<file path="config.mk">
export PLATFORM = sky130hd
export DESIGN_NAME = xor_descrambler
export DESIGN_NICKNAME = d
export VERILOG_FILES = /design/src/rtl/xor_descrambler.sv
export SDC_FILE = /design/constraint.sdc
export NUM_CORES = 1
export LEC_CHECK = 0
export ABC_AREA = 1
export CAP_MARGIN = 5
export CORE_UTILIZATION = 60
export DETAILED_ROUTE_END_ITERATION = 10
export DONT_BUFFER_PORTS = 1
export PLACE_DENSITY = 0.73
export SLEW_MARGIN = 40
export SYNTH_ARGS = -nofsm -noshare
export SYNTH_HDL_FRONTEND = slang
export SYNTH_SLANG_ARGS = --single-unit
export TNS_END_PERCENT = 5
</file>
<file path="constraint.sdc">
create_clock -name clk -period 3.3 [get_ports clk]
set_input_delay 0.33 -clock clk [delete_from_list [all_inputs] [get_ports clk]]
set_output_delay 0.33 -clock clk [all_outputs]
set_load 0.02 [all_outputs]
</file>
<file path="src/rtl/xor_descrambler.sv">
// xor_descrambler - strips an LFSR keystream from valid/ready beats into a 2-entry FIFO.
// Optional parity checking on the input beats is enabled by XOR_DESCR_PARITY_EN.
module xor_descrambler #(
  parameter int          DATA_W = 5,
  parameter logic [15:0] SEED   = 16'hACE1
) (
  input  logic              clk,
  input  logic              rst_n,
  input  logic              start,
  input  logic              stop,
  input  logic              in_valid,
  input  logic [DATA_W-1:0] in_data,
  output logic              in_ready,
`ifdef XOR_DESCR_PARITY_EN
  input  logic              in_par,
  output logic              par_err,
`endif
  output logic              out_valid,
  output logic [DATA_W-1:0] out_data,
  input  logic              out_ready,
  output logic              busy,
  output logic [15:0]       beat_cnt
);

  typedef enum logic [1:0] {
    ST_IDLE  = 2'd0,
    ST_RUN   = 2'd1,
    ST_DRAIN = 2'd2
  } state_t;

  state_t            state_q, state_d;
  logic [15:0]       lfsr_q, lfsr_d;
  logic [15:0]       beat_cnt_q, beat_cnt_d;
  logic [1:0]        count_q, count_d;
  logic [DATA_W-1:0] head_q, head_d;
  logic [DATA_W-1:0] tail_q, tail_d;

  logic              accept;
  logic              pop;
  logic              lfsr_fb;
  logic [DATA_W-1:0] recovered;

  assign in_ready  = (state_q == ST_RUN) && (count_q != 2'd2);
  assign out_valid = (count_q != 2'd0);
  assign accept    = in_valid && in_ready;
  assign pop       = out_valid && out_ready;
  assign lfsr_fb   = lfsr_q[15] ^ lfsr_q[13] ^ lfsr_q[12] ^ lfsr_q[10];
  assign recovered = in_data ^ lfsr_q[DATA_W-1:0];

  always_comb begin
    state_d    = state_q;
    lfsr_d     = lfsr_q;
    beat_cnt_d = beat_cnt_q;
    unique case (state_q)
      ST_IDLE: begin
        if (start) begin
          state_d    = ST_RUN;
          lfsr_d     = SEED;
          beat_cnt_d = 16'd0;
        end
      end
      ST_RUN: begin
        if (stop) state_d = ST_DRAIN;
      end
      ST_DRAIN: begin
        if (count_q == 2'd0) state_d = ST_IDLE;
      end
      default: state_d = ST_IDLE;
    endcase
    // Accept only happens in RUN, so it never collides with the IDLE reload.
    if (accept) begin
      lfsr_d     = {lfsr_q[14:0], lfsr_fb};
      beat_cnt_d = beat_cnt_q + 16'd1;
    end
  end

  // Shift-style FIFO: head is always the output, so out_data is a plain flop.
  always_comb begin
    count_d = count_q;
    head_d  = head_q;
    tail_d  = tail_q;
    unique case (count_q)
      2'd0: begin
        if (accept) begin
          head_d  = recovered;
          count_d = 2'd1;
        end
      end
      2'd1: begin
        if (accept && pop) begin
          head_d = recovered;
        end else if (accept) begin
          tail_d  = recovered;
          count_d = 2'd2;
        end else if (pop) begin
          count_d = 2'd0;
        end
      end
      2'd2: begin
        if (pop) begin
          head_d  = tail_q;
          count_d = 2'd1;
        end
      end
      default: count_d = 2'd0;
    endcase
  end

  always_ff @(posedge clk or negedge rst_n) begin
    if (!rst_n) begin
      state_q    <= ST_IDLE;
      lfsr_q     <= SEED;
      beat_cnt_q <= 16'd0;
      count_q    <= 2'd0;
      head_q     <= '0;
      tail_q     <= '0;
    end else begin
      state_q    <= state_d;
      lfsr_q     <= lfsr_d;
      beat_cnt_q <= beat_cnt_d;
      count_q    <= count_d;
      head_q     <= head_d;
      tail_q     <= tail_d;
    end
  end

  assign out_data = head_q;
  assign beat_cnt = beat_cnt_q;
  assign busy     = (state_q != ST_IDLE);

`ifdef XOR_DESCR_PARITY_EN
  logic par_err_q, par_err_d;

  always_comb begin
    par_err_d = par_err_q;
    if (state_q == ST_IDLE && start) par_err_d = 1'b0;
    if (accept && ((^in_data) != in_par)) par_err_d = 1'b1;
  end

  always_ff @(posedge clk or negedge rst_n) begin
    if (!rst_n) par_err_q <= 1'b0;
    else        par_err_q <= par_err_d;
  end

  assign par_err = par_err_q;
`endif

endmodule

</file>
Word-level counts from Yosys, hierarchy flattened
Index checks and enable logic that the tools add are counted.
- flip-flop bits (word level): 46
- input port bits: 11
- output and inout bits: 24
- word-level logic and storage cells: 61
- add/sub/neg operators: 1
- reduce and logical (&&, ||, !) cells: 16
- bitwise operators: 5
- multiplexer cells: 20
- equal/unequal tests: 13
- operators with widths (kind ; number):
    $mux 16 ; 6
    $add 16x1->16 const B ; 1
    $mux 2 ; 8
    $ne 2x2->1 const B ; 8
    $mux 5 ; 3
    $pmux 5 s3 ; 1
    $pmux 2 s3 ; 2
    $reduce_and 4->1 ; 2
    $reduce_bool 2->1 ; 4
    $reduce_and 3->1 ; 2
    $xor 5x5->5 ; 1
    $eq 2x1->1 const B ; 2
    $eq 2x2->1 const B ; 2
    $logic_and 1x1->1 ; 4
    $logic_not 2->1 ; 2
    $ne 3x3->1 const B ; 1
    $reduce_bool 3->1 ; 1
    $xor 1x1->1 ; 3
    $reduce_and 2->1 ; 1
    $not 1->1 ; 1

Longest topological paths before layout
Gate-level depths: netlist of run 1.
- word-level depth: 6
- mapped depth: 9
- mapped depth without buffers: 8

Worst setup path before layout of run 1
OpenSTA, ideal clock, no wires.
- path kind: register -> register
- start: register beat_cnt_q[0] (netlist: beat_cnt[0])
- end: register beat_cnt_q[10] (netlist: beat_cnt[10])
- path slack: 1.910 ns
- cell stages (with the launch flop): 7
- data required time: 3.178 ns
- arrival: 1.268 ns
- path buffers: 0
- setup time: 0.122 ns
- clock period less this slack: 1.390 ns
- cells stage by stage: dfrtp_1 -> ha_1 -> nand2_1 -> nor2_1 -> nand2_1 -> nor3_1 -> nor2_1
- word-level cells in the longest chain between the ends: 2
- ends and longest elaborated chain (what ; line ; text):
    from (decl) ; 33 ; logic [15:0] beat_cnt_q, beat_cnt_d;
    from (signal assigned) ; 120 ; beat_cnt_q <= beat_cnt_d;
    $add 16x1->16 ; 73 ; beat_cnt_d = beat_cnt_q + 16'd1;
    $mux 16 ; 71 ; if (accept) begin
Every way passes these cells.
A chain may end at the register's enable or synchronous reset.

Worst setup path after layout of run 1
- start: register count_q[1]
- end: register head_q[0] (netlist: out_data[0])
- word-level cells in the longest chain between the ends: 6
- elaborated cells on any way between the ends: 15
- classes of those cells: 6 x eq/ne; 1 x mux; 8 x reduce/logical
- ends and longest elaborated chain (what ; line ; text):
    from (decl) ; 34 ; logic [1:0] count_q, count_d;
    from (signal assigned) ; 121 ; count_q <= count_d;
    $ne 2x2->1 ; 43 ; assign in_ready = (state_q == ST_RUN) && (count_q != 2'd2);
    $logic_and 1x1->1 ; 43 ;
    $logic_and 1x1->1 ; 45 ; assign accept = in_valid && in_ready;
    $logic_and 1x1->1 ; 90 ; if (accept && pop) begin
    $ne 2x2->1 (no line) ; n/a ;
    $reduce_and 4->1 (no line) ; n/a ;
    to (signal assigned) ; 115 ; head_q <= '0;
    to (signal assigned) ; 122 ; head_q <= head_d;
    to (decl) ; 35 ; logic [DATA_W-1:0] head_q, head_d;
Parallel ways exist; a longest one is shown, timed or not.

==> key figures, run 1 <==
Outcome
  • Status: complete, no violations

Critical path
  • Worst EP arrival: 1920 ps
  • Max stage delay cell, worst path: dfrtp_1
  • Worst Path Required: 3540 ps
  • Critical Path End Type: flop
  • Most used cell, CP: nand2_1
  • Setup Crit Path Kind: flop to flop
  • Worst path max stage delay: 410 ps
  • Crit start category: flop
  • Worst Path Max Fanout: 21
  • Cell Chain, Critical Path: nand2_2 > nand3_4 > inv_4 > nand2_2 > nand2_1 > nand2_1 > nand2_1

Finish
  • Most common cell after layout, fill and taps aside: nand2_1
  • Final net count: 301
  • Share of layout cells above drive strength 1: 9.310%
  • Area Overhead vs Synth: 6.031%
  • Commonest cells after routing, fill and taps aside: nand2_1 (81), inv_1 (40), dfrtp_1 (38), nand3_1 (24), nor2_1 (22)
  • Post-route cell area: 0.002464 sq mm
  • N_diodes: 0
  • Fillers: 317

Synthesis
  • Post-synthesis cell area: 0.002323 sq mm
  • Post-synth top area cell: dfrtp_1
  • Yosys reg bits: 46
  • Register area share after synthesis: 49.97%
  • YS warnings: 0
  • Synth Net Count: 298
  • Count of cell types in the netlist: 28
  • Gate Count Post-Synth: 286
  • Synth area leaders: dfrtp_1 (41%), nand2_1 (13%), dfstp_2 (9.0%), inv_1 (6.5%), nand3_1 (5.2%)
  • Top cell type's share of synthesized area: 40.93%
  • Synthesized area per cell: 8.124 sq um

Power and ir drop
  • Leakage: 1.208 nW
  • Share of power burned in registers: 49.9%
  • P per Cell Area: 749.7 mW/mm^2
  • Switching fraction of total power: 39.44%
  • Sw power: 0.7284 mW
  • VDD IR max: 413.1 uV
  • Combinational share of power: 31.3%
  • Clock power frac: 18.8%
  • Internal Power: 1.119 mW
  • Power, Total: 1.847 mW

Timing
  • Max Fclk: 592.2 MHz
  • Max-slew headroom: 73.51%
  • Setup-failing EPs final: 0
  • Worst-Margin Slew: 395.9 ps
  • Setup_tns: 0 ps
  • Skew final: 9.755 ps
  • Post-route minimum period: 1689 ps
  • RSZ-0062 raised after global routing: no
  • Max Slew Vio Count: 0
  • WHS: 141.1 ps
  • Hold Vio Cnt, Final: 0
  • Tcrit/Tclk final: 51.17%

Floorplanning
  • Die height: 64.23 um
  • Effective utilization at floorplan: 62.99%
  • Rows: 22
  • Core area: 0.003689 sq mm
  • IO Pins: 35
  • Die X-Extent: 64.23 um
  • Die area: 0.004125 sq mm

Detailed routing
  • Metal3 WL: 292 um
  • DR vias: 1825
  • DRT iter0 DRCs: 110
  • Top Layer Used: met4
  • Final antenna-violating net count: 0
  • # DRC: 0
  • Total Routed Length: 4559 um
  • Wire length on met2: 2178 um
  • Routed WL per cell: 13.49 um
  • DRT met1 WL: 2011 um
  • Drt first pass iters: 4
  • Vias per std cell: 5.399

CTS
  • Resize count post-CTS: 0
  • CTS clk-pin slew, worst paths: 80 ps
  • Worst skew pair latency: 300 ps
  • CTS H-tree depth: 2
  • CTS tree: built
  • Max Root-Sink Buffers: 2
  • Buffer count from post-CTS setup fixing: 0
  • CTS buffer count: 5
  • Clock Sinks: 46
  • Root buffer cell: clkbuf_8
  • Cts hold-fix bufs: 2

Flow run
  • MaxCap Viol Count: 0

GRT
  • Largest net degree at the start of global routing: 47
  • Vias in the first global route: 1737
  • Overflow left after global routing: 0
  • First-pass GRT wire length: 7790 um
  • GRT Total Usage: 24.98%
  • Initial antenna violation count: 0

Place
  • Placer Congestion: 0.8092
  • Post-DP Area: 0.002336 sq mm
  • Port bufs: 0
  • HPWL Detailed: 3164 um

Hold path
  • Hold Crit Class: primary input to flop
[final timing paths]
check / cells after the start / slack (ps) / start / to
setup reg to reg: 7 / 1610 / count_q[1]$_DFFE_PN0P_ / out_data[0]$_DFFE_PN0P_
hold / removal: 1 / 140 / out_ready / count_q[1]$_DFFE_PN0P_
hold reg to reg: 2 / 490 / lfsr_q[6]$_DFFE_PN1P_ / lfsr_q[6]$_DFFE_PN1P_
min in group asynchronous: 2 / 550 / rst_n / out_data[2]$_DFFE_PN0P_
max in group asynchronous: 2 / 2480 / rst_n / lfsr_q[5]$_DFFE_PN1P_
setup / recovery: 7 / 1610 / count_q[1]$_DFFE_PN0P_ / out_data[0]$_DFFE_PN0P_
[sequential cells by signal, indices dropped and copies added (netlist names)]
name and flops:
tail_q 5, out_data 5, state_q 2, lfsr_q 16
beat_cnt 16, count_q 2
[cell usage after synthesis, drive strengths merged]
library cell	number
xor2	10
buf	5
a22oi	6
ha	1
dfstp	8
o21ai	22
nand3	26
nor3	1
o21a	1
clkbuf	1
o22a	1
o22ai	10
inv	45
xnor2	2
nand4	2
nor2	23
nand2	84
dfrtp	38
[cell type report]
class	instances	area (sq um)	area share (%)
repair buffers	2	37.54	1.524
inverters	45	171.4	6.958
clock buffers	8	90.09	3.657
flip-flops and latches	46	1161	47.13
well taps	48	60.06	2.438
multi-input cells	189	943.4	38.29
[kinds of logic (layout without fill, tap and decap cells)]
family | Yosys count | in the layout | synth area share [%]
XOR/XNOR | 12 | 12 | 4.523
adder cells (fa/ha/maj) | 1 | 1 | 0.5384
flip-flops | 46 | 46 | 49.97
AND/OR/NAND/NOR | 136 | 136 | 25.26
AO/OA/AOI/OAI | 40 | 40 | 10.29
buffers and inverters | 51 | 55 | 9.423
[power groups by stage]
stage,Sequential [mW],Combinational [mW],Clock [mW]
floorplan,0.907,0.494,0
global placement,0.926,0.543,0
detailed placement,0.934,0.561,0
CTS,0.922,0.580,0.357
global route,0.943,0.654,0.381
finish,0.921,0.578,0.348
[metal layers]
| layer | global-route usage (%) | up-vias |
|---|---|---|
| li1 | - | 906 |
| met1 | 30.82 | 847 |
| met2 | 41.22 | 62 |
| met3 | 7.500 | 10 |
| met4 | 9.444 | 0 |
| met5 | 0 | - |
[worst max-delay path: cells and delay by family, from the launching register on]
kind,cells,cell delay [ps]
and+or+nand+nor,6,940
DFF,1,410
buffers and inverters,1,280
[stage by stage]
step / util, % / setup WS [ps] / instances
floorplan: - / 1910 / 286
global placement: 63.33 / 1721 / 328
detailed placement: 63.33 / 1638 / 328
CTS: 66.79 / 1616 / 338
global route: 66.79 / 1444 / 338
finish: 66.79 / 1611 / 338
Note: power is estimated with default switching activity, not from simulation.
==> run 2: changes to the inputs <==
==> constraint.sdc (replaced) <==
create_clock -name clk -period 1.69 [get_ports clk]
set_input_delay 0.169 -clock clk [delete_from_list [all_inputs] [get_ports clk]]
set_output_delay 0.169 -clock clk [all_outputs]
set_load 0.02 [all_outputs]
==> run 2 against run 1 <==
Effect of this change: non-clock buffer count rose by 12; sequential power rose by 90%; register-to-register slack worse by 1400 ps; clock skew down 3.0 ps; first-iteration DRC count down 14%; critical path depth fell by 4; via count is 3.4% higher; critical endpoint is now in_ready; largest cell class unchanged; highest routed layer unchanged.
==> key figures, run 2 (synthesized netlist as in run 1, its figures left out) <==
Timing
  • Setup_tns: 0 ps (unchanged)
  • Skew final: 6.721 ps (was 9.755 ps)
  • Tcrit/Tclk final: 88.21%
  • Worst setup margin: 199.2 ps (was 1611 ps)
  • Post-route minimum period: 1491 ps
  • Setup-failing EPs final: 0 (unchanged)
  • RSZ-0062 raised after global routing: no (unchanged)
  • Hold Vio Cnt, Final: 0 (unchanged)
  • Worst-Margin Slew: 371.8 ps (was 395.9 ps)
  • Max Slew Vio Count: 0 (unchanged)
  • Max-slew headroom: 75.12% (was 73.51%)
  • Max Fclk: 670.8 MHz

CTS
  • Clock Sinks: 46 (unchanged)
  • CTS clk-pin slew, worst paths: 90 ps (was 80 ps)
  • CTS tree: built (unchanged)
  • Worst skew pair latency: 310 ps (was 300 ps)
  • Max Root-Sink Buffers: 2 (unchanged)
  • CTS buffer count: 5 (unchanged)
  • Buffer count from post-CTS setup fixing: 0 (unchanged)
  • Root buffer cell: clkbuf_8 (unchanged)
  • CTS H-tree depth: 2 (unchanged)

GRT
  • Largest net degree at the start of global routing: 47 (unchanged)
  • Initial antenna violation count: 0 (unchanged)
  • First-pass GRT wire length: 8128 um (was 7790 um)
  • Vias in the first global route: 1812 (was 1737)
  • GRT Total Usage: 25.94% (was 24.98%)
  • Overflow left after global routing: 0 (unchanged)

Place
  • DP Cell Count: 338 (was 328)
  • HPWL Detailed: 3266 um (was 3164 um)
  • Port bufs: 0 (unchanged)
  • Placer Congestion: 0.8745 (was 0.8092)
  • Place WS: 272.1 ps (was 1638 ps)
  • Post-DP Area: 0.002411 sq mm (was 0.002336 sq mm)

Floorplanning
  • Rows: 22 (unchanged)
  • Die X-Extent: 64.23 um (unchanged)
  • Die area: 0.004125 sq mm (unchanged)
  • Core area: 0.003689 sq mm (unchanged)
  • Die height: 64.23 um (unchanged)
  • Effective utilization at floorplan: 62.99% (unchanged)
  • IO Pins: 35 (unchanged)

Hold path
  • Hold Crit Class: primary input to flop (unchanged)
  • Hold Path Depth: 3 (was 1)
  • Hold endpoint: count_q[0]$_DFFE_PN0P_ (was count_q[1]$_DFFE_PN0P_)
  • Beginning of the worst hold path: out_ready (unchanged)

Finish
  • Final cell count without fillers: 350 (was 338)
  • Commonest cells after routing, fill and taps aside: nand2_1 (81), inv_1 (40), dfrtp_1 (38), nand3_1 (24), nor2_1 (22) (unchanged)
  • Post-route cell area: 0.002562 sq mm (was 0.002464 sq mm)
  • Area Overhead vs Synth: 10.29% (was 6.031%)
  • N_diodes: 0 (unchanged)
  • Most common cell after layout, fill and taps aside: nand2_1 (unchanged)
  • Final net count: 313 (was 301)
  • Share of layout cells above drive strength 1: 12.91% (was 9.310%)

Outcome
  • Status: complete, no violations (unchanged)

Detailed routing
  • DRT iter0 DRCs: 95 (was 110)
  • Total Routed Length: 4637 um (was 4559 um)
  • Routed WL per cell: 13.25 um (was 13.49 um)
  • Drt first pass iters: 4 (unchanged)
  • Final antenna-violating net count: 0 (unchanged)
  • Vias per std cell: 5.391 (was 5.399)
  • DR vias: 1887 (was 1825)
  • # DRC: 0 (unchanged)

Critical path
  • Cell Chain, Critical Path: nand2_2 > inv_1 > nor2_1 (was nand2_2 > nand3_4 > inv_4 > nand2_2 > nand2_1 > nand2_1 > nand2_1)
  • Worst reg2reg startpoint: count_q[1]$_DFFE_PN0P_ (unchanged)
  • Worst r2r path cells: 7 (unchanged)
  • Setup Crit Path Kind: flop to output pin (was flop to flop)
  • Worst Path Max Fanout: 13 (was 21)
  • Worst Path Required: 1520 ps (was 3540 ps)
  • Critical Path End Type: output pin (was flop)
  • Reg-to-reg endpoint: beat_cnt[13]$_DFFE_PN0P_ (was out_data[0]$_DFFE_PN0P_)
  • Crit start category: flop (unchanged)
  • R2R setup slack: 260 ps (was 1610 ps)
  • Max stage delay cell, worst path: dfrtp_1 (unchanged)
  • Worst path max stage delay: 410 ps (about the same)
  • Worst EP arrival: 1320 ps (was 1920 ps)

Power and ir drop
  • Leakage: 1.268 nW (was 1.208 nW)
  • P per Cell Area: 1447 mW/mm^2 (was 749.7 mW/mm^2)
  • VDD IR max: 863.9 uV (was 413.1 uV)
  • Power, Total: 3.707 mW (was 1.847 mW)

Flow run
  • MaxCap Viol Count: 0 (unchanged)
## run 2: changes by cell type in the layout (fill, tap and decap cells not counted), sizes merged
cell | before | now
buf | 1 | 11
clkbuf | 8 | 5
dlygate4sd3 | 1 | 3
clkinv | 0 | 1
clkinvlp | 0 | 1
inv | 45 | 46
## run 2: worst max-delay path: cells and delay by family (launching register included)
kind                   cells  cell delay (ps)
AND/OR/NAND/NOR            2              520
flip-flops                 1              410
buffers and inverters      1               90
## run 2: worst max-delay path by stage
stage	start	to	slack, ps	depth (start not counted)
6_report	count_q[1]$_DFFE_PN0P_	in_ready	200	3
5_1_grt	count_q[1]$_DFFE_PN0P_	out_data[0]$_DFFE_PN0P_	100	7
4_1_cts	count_q[1]$_DFFE_PN0P_	in_ready	190	3
3_5_place_dp	count_q[1]$_DFFE_PN0P_	out_data[3]$_DFFE_PN0P_	270	7
3_3_place_gp	count_q[1]$_DFFE_PN0P_	out_data[3]$_DFFE_PN0P_	290	7
2_1_floorplan	beat_cnt[0]$_DFFE_PN0P_	beat_cnt[10]$_DFFE_PN0P_	300	6
## run 2: metal layers
layer | wire, um | global-route usage (%) | vias to the layer above | share of wire (%)
met5 | 0 | 0 | - | 0
met4 | 63 | 8.333 | 0 | 1.4
met3 | 240 | 6.964 | 6 | 5.2
met2 | 2302 | 44.55 | 45 | 50
met1 | 2030 | 31.65 | 892 | 44
li1 | - | - | 944 | -
## run 2: cell type report
| cell class | count | area, sq um |
|---|---|---|
| Clock buffer | 5 | 68.82 |
| Sequential cell | 46 | 1161 |
| Fill cell | 302 | 1126 |
| Timing Repair Buffer | 14 | 132.6 |
| Clock inverter | 3 | 25.02 |
| Multi-Input combinational cell | 189 | 943.4 |
| Inverter | 45 | 171.4 |
| Tap cell | 48 | 60.06 |
## run 2: metrics by stage
stage	util (%)	hold slack (ps)
global placement	65.37	-125.5
CTS	69.47	67.62
global route	69.47	89.93
detailed placement	65.37	-125.3
floorplan	-	-126.6
finish	69.47	72.11
## run 2: what timing repair did
item / in CTS / in global routing
resized for setup: 0 / 0
hold buffers: 4 / 0
hold endpoints to repair: 49 / 0
## run 2: where the power goes
group	internal (mW)	switching, mW
clock	0.299	0.400
sequential	1.48	0.262
combinational	0.435	0.827
==> run 3: changes to the inputs <==
--- a/config.mk
+++ b/config.mk
@@ -7,10 +7,10 @@
 export LEC_CHECK = 0
 export ABC_AREA = 1
 export CAP_MARGIN = 5
-export CORE_UTILIZATION = 60
+export CORE_UTILIZATION = 45
 export DETAILED_ROUTE_END_ITERATION = 10
 export DONT_BUFFER_PORTS = 1
-export PLACE_DENSITY = 0.73
+export PLACE_DENSITY = 0.57
 export SLEW_MARGIN = 40
 export SYNTH_ARGS = -nofsm -noshare
 export SYNTH_HDL_FRONTEND = slang
==> run 3 against run 2 <==
Effect of this change: critical path type unchanged; fmax is 2.0% lower; highest routed layer unchanged; utilization fell by 16 points; largest cell class unchanged; flip-flop and latch count stayed put; clock skew rose by 2.6 ps.
==> key figures, run 3 (synthesized netlist as in run 1, its figures left out) <==
Timing
  • Setup_tns: 0 ps (unchanged)
  • Tcrit/Tclk final: 90.02% (was 88.21%)
  • Hold Vio Cnt, Final: 0 (unchanged)
  • Skew final: 9.297 ps (was 6.721 ps)
  • Max Slew Vio Count: 0 (unchanged)
  • Worst-Margin Slew: 377.1 ps (was 371.8 ps)
  • RSZ-0062 raised after global routing: no (unchanged)
  • Setup-failing EPs final: 0 (unchanged)
  • Max Fclk: 657.3 MHz (was 670.8 MHz)
  • Max-slew headroom: 74.77% (was 75.12%)
  • Post-route minimum period: 1521 ps (was 1491 ps)
  • Worst setup margin: 168.6 ps (was 199.2 ps)

Floorplanning
  • IO Pins: 35 (unchanged)
  • Effective utilization at floorplan: 47.92% (was 62.99%)
  • Die height: 73.86 um (was 64.23 um)
  • Rows: 25 (was 22)
  • Core area: 0.004848 sq mm (was 0.003689 sq mm)
  • Die X-Extent: 73.86 um (was 64.23 um)
  • Die area: 0.005455 sq mm (was 0.004125 sq mm)

Critical path
  • Worst r2r path cells: 5 (was 7)
  • Max stage delay cell, worst path: dfrtp_1 (unchanged)
  • Crit. path cell count: 4 (was 3)
  • Setup Crit Path Kind: flop to output pin (unchanged)
  • Critical Path End Type: output pin (unchanged)
  • Buf/Inv on CP: 2 (was 1)
  • R2R setup slack: 250 ps (was 260 ps)
  • CP Capture Point: in_ready (unchanged)
  • Worst path max stage delay: 410 ps (about the same)
  • Reg-to-reg endpoint: beat_cnt[10]$_DFFE_PN0P_ (was beat_cnt[13]$_DFFE_PN0P_)
  • Critical path startpoint: count_q[1]$_DFFE_PN0P_ (unchanged)
  • Cell Chain, Critical Path: nand2_2 > buf_4 > inv_1 > nor2_1 (was nand2_2 > inv_1 > nor2_1)
  • Crit start category: flop (unchanged)
  • Worst reg2reg startpoint: beat_cnt[2]$_DFFE_PN0P_ (was count_q[1]$_DFFE_PN0P_)
  • Worst Path Max Fanout: 12 (was 13)
  • Worst Path Required: 1520 ps (about the same)
  • Family with the most delay on the worst path: flip-flops (was simple AND/OR/NAND/NOR gates)
  • Worst EP arrival: 1350 ps (was 1320 ps)

Finish
  • Commonest cells after routing, fill and taps aside: nand2_1 (81), inv_1 (40), dfrtp_1 (38), nand3_1 (24), nor2_1 (22) (unchanged)
  • Most common cell after layout, fill and taps aside: nand2_1 (unchanged)
  • End-of-flow core utilization: 53.52% (was 69.47%)
  • Multi-input combinational cell area: 943.4 sq um (unchanged)
  • Area Overhead vs Synth: 11.69% (was 10.29%)
  • Share of layout cells above drive strength 1: 12.29% (was 12.91%)
  • N_diodes: 0 (unchanged)
  • Fillers: 471 (was 302)
  • FF+latch area: 0.001161 sq mm (unchanged)
  • Final cell count without fillers: 368 (was 350)
  • Final net count: 312 (was 313)

Detailed routing
  • DRT met1 WL: 2313 um (was 2030 um)
  • Final antenna-violating net count: 0 (unchanged)
  • Vias per std cell: 4.967 (was 5.391)
  • Drt first pass iters: 4 (unchanged)
  • # DRC: 0 (unchanged)
  • Top Layer Used: met4 (unchanged)
  • DRT iter0 DRCs: 91 (was 95)
  • Routed WL per cell: 12.55 um (was 13.25 um)
  • Wire length on met2: 1978 um (was 2302 um)
  • Metal3 WL: 256 um (was 240 um)
  • Total Routed Length: 4617 um (was 4637 um)
  • DR vias: 1828 (was 1887)

CTS
  • CTS buffer count: 5 (unchanged)
  • Worst skew pair latency: 300 ps (was 310 ps)
  • Buffer count from post-CTS setup fixing: 0 (unchanged)
  • Clock Sinks: 46 (unchanged)
  • Root buffer cell: clkbuf_8 (unchanged)
  • CTS H-tree depth: 2 (unchanged)
  • Resize count post-CTS: 0 (unchanged)
  • CTS clk-pin slew, worst paths: 80 ps (was 90 ps)
  • CTS tree: built (unchanged)
  • Max Root-Sink Buffers: 2 (unchanged)

Place
  • Place WS: 251.2 ps (was 272.1 ps)
  • HPWL Detailed: 3260 um (was 3266 um)
  • Port bufs: 0 (unchanged)
  • DP Cell Count: 356 (was 338)
  • Placer Congestion: 0.8130 (was 0.8745)

Power and ir drop
  • Clock power frac: 21.4% (was 18.9%)
  • Leakage: 1.268 nW (about the same)
  • Sw power: 1.434 mW (was 1.490 mW)
  • Combinational share of power: 32.5% (was 34.0%)
  • VDD IR max: 872.1 uV (was 863.9 uV)
  • Share of power burned in registers: 46.1% (was 47.1%)
  • P per Cell Area: 1461 mW/mm^2 (was 1447 mW/mm^2)
  • Internal Power: 2.357 mW (was 2.217 mW)
  • Switching fraction of total power: 37.82% (was 40.18%)

GRT
  • GRT Total Usage: 18.97% (was 25.94%)
  • Largest net degree at the start of global routing: 47 (unchanged)
  • Overflow left after global routing: 0 (unchanged)
  • Initial antenna violation count: 0 (unchanged)
  • Vias in the first global route: 1693 (was 1812)
  • First-pass GRT wire length: 7769 um (was 8128 um)

Flow run
  • MaxCap Viol Count: 0 (unchanged)

Outcome
  • Status: complete, no violations (unchanged)

Hold path
  • Hold Crit Class: primary input to flop (unchanged)
==> run 3: cell types whose count changed in the layout (fill, tap and decap cells not counted) <==
cell / before / now
inv_6: 1 / 0
buf_4: 10 / 9
clkbuf_1: 0 / 1
clkinv_4: 1 / 0
bufinv_16: 0 / 1
==> run 3: area by class of cell <==
type,count,area share (%)
tap,67,3.230
clock inverter,2,1.446
multi-input combinational,189,36.35
clock buffer,6,2.797
timing repair buffer,13,4.822
inverter,45,6.606
sequential,46,44.74
==> run 3: tightest hold or removal path: cells and delay by family <==
kind,cells,cell delay (ps)
and+or+nand+nor,3,160
==> run 3: power by group through the flow <==
stage               combinational, mW  sequential [mW]  clock, mW
global route                     1.41             1.80      0.877
floorplan                       0.964             1.77          0
CTS                              1.25             1.75      0.841
finish                           1.23             1.75      0.811
global placement                 1.20             1.76          0
detailed placement               1.21             1.77          0
==> run 3: metrics by stage <==
step	hold slack (ps)	power, mW	area (sq um)
2_1_floorplan	-126.6	2.735	2323
4_1_cts	61.42	3.844	2595
5_1_grt	72.97	4.088	2595
6_report	73.51	3.791	2595
3_3_place_gp	-125.3	2.964	2427
3_5_place_dp	-125.2	2.985	2427
==> run 3: repair_timing <==
item,4_1_cts,5_1_grt
setup endpoints to repair,0,0
hold buffers,4,0
endpoints found under the hold margin,49,0
==> run 3: how the worst min path moves through the flow <==
stage | from | to | slack (ps) | cells after the start
floorplan | rst_n | beat_cnt[0]$_DFFE_PN0P_ | -130 | 0
global placement | rst_n | state_q[0]$_DFFE_PN0P_ | -130 | 0
detailed placement | rst_n | state_q[0]$_DFFE_PN0P_ | -130 | 0
CTS | out_ready | count_q[0]$_DFFE_PN0P_ | 60 | 3
global route | out_ready | count_q[0]$_DFFE_PN0P_ | 70 | 3
finish | out_ready | count_q[0]$_DFFE_PN0P_ | 70 | 3
==> run 3: layer usage <==
layer,track usage (%),up-vias
met1,26.64,836
met2,28.64,50
met3,4.527,7
met4,6.410,0
li1,-,935
met5,0,-
